--- src/rtl/window_threshold_detector_pkg.sv ---
// Shared constants and width rule for the sliding-window threshold detector.
// Holds the default window/threshold values and the count-width helper.
package window_threshold_detector_pkg;

   localparam int unsigned DEF_DEPTH  = 3;
   localparam int unsigned DEF_THRESH = 2;

   // Bits needed to hold a ones-count from 0 up to and including depth
   function automatic int unsigned cnt_width(input int unsigned depth);
      return $clog2(depth + 1);
   endfunction

endpackage

--- src/rtl/window_threshold_detector_window_shift_reg.sv ---
// Enable/clear shift register holding the last p_depth samples.
// Bit 0 is the newest sample; oldest_o is the bit that leaves on the next shift.
module window_shift_reg #(
   parameter int unsigned p_depth = 3
) (
   input  logic               clk,
   input  logic               rst,
   input  logic               en_i,
   input  logic               clr_i,
   input  logic               bit_i,
   output logic [p_depth-1:0] window_o,
   output logic               oldest_o
);

   logic [p_depth-1:0] window_q;
   logic [p_depth-1:0] window_d;

   // Truncating cast drops the oldest bit and needs no special case for p_depth=1
   always_comb begin
      window_d = window_q;
      if (clr_i) begin
         window_d = '0;
      end else if (en_i) begin
         window_d = p_depth'({window_q, bit_i});
      end
   end

   always_ff @(posedge clk) begin
      if (rst) begin
         window_q <= '0;
      end else begin
         window_q <= window_d;
      end
   end

   assign window_o = window_q;
   assign oldest_o = window_q[p_depth-1];

endmodule

--- src/rtl/window_threshold_detector.sv ---
// Sliding-window threshold detector: flags when >= p_thresh of the last p_depth samples are 1.
// Optional sticky detect flag on output seen is enabled by defining WINDOW_DET_STICKY_EN.
module window_threshold_detector
   import window_threshold_detector_pkg::*;
#(
   parameter int unsigned p_depth  = DEF_DEPTH,
   parameter int unsigned p_thresh = DEF_THRESH,
   localparam int unsigned CW      = cnt_width(p_depth)
) (
   input  logic          clk,
   input  logic          rst,
   input  logic          in_val,
   input  logic          in_bit,
   input  logic          clear,
   output logic          out_val,
   output logic          out,
   output logic [CW-1:0] count,
   output logic          seen
);

   if (p_depth < 1 || p_thresh < 1 || p_thresh > p_depth) begin : g_param_check
      $error("window_threshold_detector: need p_depth>=1 and 1<=p_thresh<=p_depth");
   end

   logic [p_depth-1:0] window_w;
   logic               oldest_w;
   logic [CW-1:0]      fill_q, fill_d;
   logic [CW-1:0]      count_q, count_d;
   logic               out_val_q, out_val_d;
   logic               out_q, out_d;

   window_shift_reg #(.p_depth(p_depth)) u_window (
      .clk      (clk),
      .rst      (rst),
      .en_i     (in_val),
      .clr_i    (clear),
      .bit_i    (in_bit),
      .window_o (window_w),
      .oldest_o (oldest_w)
   );

   // The leaving bit is still a reset zero until the window has filled, so no fill gating is needed
   always_comb begin
      fill_d  = fill_q;
      count_d = count_q;
      if (clear) begin
         fill_d  = '0;
         count_d = '0;
      end else if (in_val) begin
         if (fill_q != CW'(p_depth)) begin
            fill_d = CW'(fill_q + CW'(1));
         end
         count_d = CW'(count_q + CW'(in_bit) - CW'(oldest_w));
      end
      out_val_d = (fill_d == CW'(p_depth));
      out_d     = out_val_d && (count_d >= CW'(p_thresh));
   end

   always_ff @(posedge clk) begin
      if (rst) begin
         fill_q    <= '0;
         count_q   <= '0;
         out_val_q <= 1'b0;
         out_q     <= 1'b0;
      end else begin
         fill_q    <= fill_d;
         count_q   <= count_d;
         out_val_q <= out_val_d;
         out_q     <= out_d;
      end
   end

   // Incremental count must always equal a popcount of the stored window
   always_ff @(posedge clk) begin
      if (!rst) begin
         assert ($countones(window_w) == int'(count_q))
            else $error("window_threshold_detector: count diverged from window popcount");
      end
   end

`ifdef WINDOW_DET_STICKY_EN
   logic seen_q;

   always_ff @(posedge clk) begin
      if (rst || clear) begin
         seen_q <= 1'b0;
      end else if (out_d) begin
         seen_q <= 1'b1;
      end
   end

   assign seen = seen_q;
`else
   assign seen = 1'b0;
`endif

   assign out_val = out_val_q;
   assign out     = out_q;
   assign count   = count_q;

endmodule

--- config.mk ---
export PLATFORM = sky130hd
export DESIGN_NAME = window_threshold_detector
export DESIGN_NICKNAME = d
export VERILOG_FILES = /design/src/rtl/window_threshold_detector_pkg.sv /design/src/rtl/window_threshold_detector_window_shift_reg.sv /design/src/rtl/window_threshold_detector.sv
export SDC_FILE = /design/constraint.sdc
export NUM_CORES = 1
export LEC_CHECK = 0
export CORE_AREA = 5 5 42 44
export CTS_CLUSTER_SIZE = 14
export DETAILED_ROUTE_END_ITERATION = 6
export DIE_AREA = 0 0 47 49
export PLACE_DENSITY = 0.58
export SYNTH_ARGS = -nofsm -noshare
export SYNTH_HDL_FRONTEND = slang
export SYNTH_HIERARCHICAL = 1
export SYNTH_SLANG_ARGS = --single-unit
--- constraint.sdc ---
create_clock -name clk -period 1.7 [get_ports clk]
set_input_delay 0.51 -clock clk [delete_from_list [all_inputs] [get_ports clk]]
set_output_delay 0.51 -clock clk [all_outputs]
set_load 0.02 [all_outputs]
Word-level counts from Yosys, hierarchy flattened --
Index checks and enable logic that the tools add are counted.
Word-level totals: register bits 9
Operators by class: $add $sub $neg 3, $lt $le $gt $ge 1, eq/ne operators 2, multiplexer cells 5, reductions and logical operators 2
Operators with widths (count):
- $mux 2 | 5
- $add 2x1->2 | 1
- $add 2x1->2 const B | 1
- $eq 2x2->1 const B | 1
- $ge 2x2->1 const B | 1
- $ne 2x2->1 const B | 1
- $reduce_or 2->1 | 1
- $sub 2x1->2 | 1
- $logic_and 1x1->1 | 1

Longest topological paths before layout --
depth in word-level cells 6, mapped depth 7, mapped depth without buffers 7

Modules after synthesis --
The synthesis kept the hierarchy.
By module, submodules not included:
- window_threshold_detector | times used 1, cells each 28, area an instance 257.7 sq um
- window_shift_reg | times used 1, cells each 10, area an instance 112.6 sq um

Worst setup path before layout --
OpenSTA, ideal clock, no wires.
kind reg2reg, start register count_q[0] (netlist: count[0]), end register count_q[1] (netlist: count[1]), library setup time 0.070 ns, data arrival time 1.537 ns, slack 0.093 ns, cell stages (with the launch flop) 8, buffers on the path 0, clock period less this slack 1.607 ns, cells stage by stage dfxtp_1 -> inv_1 -> ha_1 -> inv_1 -> ha_1 -> xnor2_1 -> or3_1 -> a21boi_1
Between the ends: longest elaborated chain between the ends 4
RTL lines:
- start: declaration | line window_threshold_detector.sv:28 | logic [CW-1:0] count_q, count_d;
- start signal: assignment | line window_threshold_detector.sv:67 | count_q <= count_d;
- $add 2x1->2 | line window_threshold_detector.sv:53 | count_d = CW'(count_q + CW'(in_bit) - CW'(oldest_w));
- $sub 2x1->2 | line window_threshold_detector.sv:53
- $mux 2 | line window_threshold_detector.sv:49 | end else if (in_val) begin
- $mux 2 | line window_threshold_detector.sv:46 | if (clear) begin
No other way between the ends. A chain may end at the register's enable or synchronous reset.

Final worst setup path --
start input in_bit, end register count_q[1] (netlist: count[1])
Between the ends: longest elaborated chain between the ends 4
RTL lines:
- start: declaration | line window_threshold_detector.sv:13 | input logic in_bit,
- $add 2x1->2 | line window_threshold_detector.sv:53
- $sub 2x1->2 | line window_threshold_detector.sv:53
- $mux 2 | line window_threshold_detector.sv:49
- $mux 2 | line window_threshold_detector.sv:46
No other way between the ends.

==> metrics.txt <==
# TYPE chip_impl_metric gauge
chip_impl_info{name="run_status",value="completed"} 1
chip_impl_metric{name="largest_net_degree_at_the_start_of_global_routing",unit=""} 7
chip_impl_metric{name="vias",unit=""} 293
chip_impl_metric{name="worst_clock_skew",unit="ns"} 0.00326
chip_impl_metric{name="i_o_pins",unit=""} 10
chip_impl_metric{name="global_route.overflow_total",unit=""} 0
chip_impl_metric{name="drive_above_1_share",unit=""} 0.137
chip_impl_metric{name="final.fill_count",unit=""} 156
chip_impl_metric{name="mappedNetlistNets",unit=""} 44
chip_impl_metric{name="synthesis.instances",unit=""} 37
chip_impl_metric{name="core.rowCount",unit=""} 14
chip_impl_metric{name="detailedPlace.worstSlack",unit="ns"} -0.152
chip_impl_metric{name="total_power_per_unit_cell_area",unit="mW/mm2"} 839
chip_impl_metric{name="cts_inserted_buffers",unit=""} 3
chip_impl_metric{name="antenna_cells_inserted",unit=""} 0
chip_impl_metric{name="timing_hold_violations_final",unit=""} 0
chip_impl_metric{name="fp.coreArea",unit="mm2"} 0.00140
chip_impl_metric{name="relative_area_change_from_synthesis_to_final_layout",unit="%"} 39.7
chip_impl_metric{name="postCtsSetupRepairBufs",unit=""} 0
chip_impl_info{name="critPathLaunchType",value="input port"} 1
chip_impl_metric{name="routabilityCongestion",unit=""} 0.736
chip_impl_metric{name="dieWidth",unit="um"} 47
chip_impl_metric{name="layout_setup_ws",unit="ns"} 0.123
chip_impl_metric{name="initial_core_util",unit=""} 0.259
chip_impl_metric{name="max_cap_viol_count",unit=""} 0
chip_impl_metric{name="cts_sinks",unit=""} 9
chip_impl_metric{name="power_switching",unit="uW"} 98.1
chip_impl_metric{name="max-vdd-ir-drop",unit="V"} 0.000314
chip_impl_metric{name="seq_power_share",unit=""} 0.510
chip_impl_metric{name="wl_per_cell",unit="um"} 10.5
chip_impl_metric{name="drtPass1Iterations",unit=""} 4
chip_impl_metric{name="port_buffers",unit=""} 8
chip_impl_metric{name="routed_wirelength",unit="um"} 701
chip_impl_info{name="worst_path_max_delay_cell",value="sky130_fd_sc_hd__clkdlybuf4s50_1"} 1
chip_impl_metric{name="number_of_antenna_violations_at_the_first_check_in_global_routing",unit=""} 0
chip_impl_metric{name="worst_setup_hold_path_clk_slew",unit="ns"} 0.06
chip_impl_metric{name="clk-insertion-delay-late",unit="ns"} 0.26
chip_impl_metric{name="global_route.usage.total",unit=""} 0.0762
chip_impl_metric{name="netlist_area",unit="um2"} 363
chip_impl_metric{name="critical_path_buf_inv_count",unit=""} 1
chip_impl_metric{name="cts_buffer_depth",unit=""} 2
chip_impl_metric{name="report.power.total",unit="uW"} 425
chip_impl_metric{name="avgSynthCellArea",unit="um2"} 9.81
chip_impl_metric{name="critical_path.max_fanout",unit=""} 2
chip_impl_info{name="cts_tree",value="done"} 1
chip_impl_metric{name="pwr-share-comb",unit=""} 0.100
chip_impl_metric{name="detail_route.vias_per_cell",unit=""} 4.37
chip_impl_metric{name="grt_pass1_wl",unit="um"} 1190
chip_impl_metric{name="cts_hold_buf",unit=""} 0
chip_impl_metric{name="finalSetupViolations",unit=""} 0
chip_impl_metric{name="max_freq",unit="MHz"} 634
chip_impl_metric{name="p_sw_frac",unit=""} 0.231
chip_impl_metric{name="post-route-util",unit=""} 0.362
chip_impl_metric{name="design_area",unit="um2"} 507
chip_impl_metric{name="cp.required",unit="ns"} 1.89
chip_impl_info{name="hold_path_class",value="reg2reg"} 1
chip_impl_info{name="cts_root_buffer",value="sky130_fd_sc_hd__clkbuf_4"} 1
chip_impl_metric{name="timing.final.crit_period",unit="ns"} 1.58
chip_impl_info{name="worstSetupEndpointType",value="register"} 1
chip_impl_info{name="path_class",value="in2reg"} 1
chip_impl_info{name="worstPathCellList",value="clkdlybuf4s50_1 -> ha_1 -> xnor2_1 -> or3_1 -> a21boi_1"} 1
chip_impl_info{name="critical_path.top_delay_family",value="buffers and inverters"} 1
chip_impl_metric{name="timing.critical_path.arrival",unit="ns"} 1.77
chip_impl_metric{name="final_net_count",unit=""} 59
chip_impl_metric{name="yosysWarnings",unit=""} 6
chip_impl_metric{name="remaining_drc_errors",unit=""} 0
chip_impl_metric{name="drv_slew",unit=""} 0
chip_impl_metric{name="htree_levels",unit=""} 1
chip_impl_info{name="layout_common_cells",value="sky130_fd_sc_hd__dfxtp_1 (9), sky130_fd_sc_hd__nor3_1 (5), sky130_fd_sc_hd__mux2i_1 (4), sky130_fd_sc_hd__clkdlybuf4s50_1 (4)"} 1
chip_impl_metric{name="first_global_vias",unit=""} 288
chip_impl_metric{name="die_h",unit="um"} 49
chip_impl_metric{name="detailed_place.area",unit="um2"} 478
chip_impl_info{name="mostFrequentLayoutCell",value="sky130_fd_sc_hd__dfxtp_1"} 1
chip_impl_metric{name="layout_worst_path_cycle_share",unit=""} 0.928
chip_impl_metric{name="pwr-share-clk",unit=""} 0.389
chip_impl_metric{name="worst_path_largest_cell_delay",unit="ns"} 0.44
chip_impl_info{name="rsz0062_at_grt",value="no"} 1
chip_impl_metric{name="intPower",unit="uW"} 327
chip_impl_metric{name="dr.first_iter.drc_count",unit=""} 12
chip_impl_metric{name="die_area",unit="mm2"} 0.00230
chip_impl_metric{name="dp_hpwl",unit="um"} 555
chip_impl_metric{name="static-leakage-power",unit="uW"} 0.000259
chip_impl_metric{name="drt.antenna.violating_nets",unit=""} 0
-- layer usage --
metal	up-vias	global-route usage	part of all wire
met3	4	0.0406	0.11
li1	153	-	-
met2	16	0.0995	0.45
met5	-	0	0
met1	120	0.0839	0.41
met4	0	0.0691	0.033
-- tightest hold or removal path, stage by stage, from the launching register on --
cell	delay (ns)
sky130_fd_sc_hd__dfxtp_1	0.32
sky130_fd_sc_hd__nor2_1	0.10
sky130_fd_sc_hd__nor4_1	0.05
-- power by group through the flow --
stage               clock network, uW  registers (uW)  logic, uW
global placement                    0             222       42.5
detailed placement                  0             222       43.1
global route                      192             218       47.1
finish                            166             217       42.6
floorplan                           0             223       16.8
CTS                               174             217       42.6
-- final timing paths --
kind                                           start                    to  slack, ns  cells after the start
worst max-delay path                          in_bit   count[1]$_SDFF_PP0_       0.12                      5
worst min-delay path            fill_q[1]$_SDFF_PP0_  fill_q[0]$_SDFF_PP0_       0.52                      2
worst max register to register   count[0]$_SDFF_PP0_   count[1]$_SDFF_PP0_       0.15                      7
worst min register to register  fill_q[1]$_SDFF_PP0_  fill_q[0]$_SDFF_PP0_       0.52                      2
-- flip-flops by register name, summed over array words and instances (netlist names) --
| signal | cells |
|---|---|
| out_val | 1 |
| u_window/window_o | 3 |
| out | 1 |
| fill_q | 2 |
| count | 2 |
-- area by class of cell --
class | count | area, um2 | share of cell area
Tap cell | 16 | 20.0 | 0.0395
Sequential cell | 9 | 180 | 0.356
Timing Repair Buffer | 11 | 105 | 0.207
Clock buffer | 4 | 26.3 | 0.0519
Inverter | 3 | 11.3 | 0.0222
Multi-Input combinational cell | 24 | 164 | 0.323
-- through the flow --
| stage | std cells | hold slack [ns] | TNS [ns] |
|---|---|---|---|
| 2_1_floorplan | 37 | 0.478 | 0 |
| 6_report | 67 | 0.521 | 0 |
| 5_1_grt | 67 | 0.551 | 0 |
| 4_1_cts | 67 | 0.523 | 0 |
| 3_5_place_dp | 63 | 0.509 | -0.290 |
| 3_3_place_gp | 63 | 0.498 | -0.188 |
-- repair_timing --
action	4_1_cts	5_1_grt
endpoints found under the setup margin	2	2
gates resized for setup	2	2
gates cloned	0	0
No activity file was read; power rests on OpenSTA's default activity.
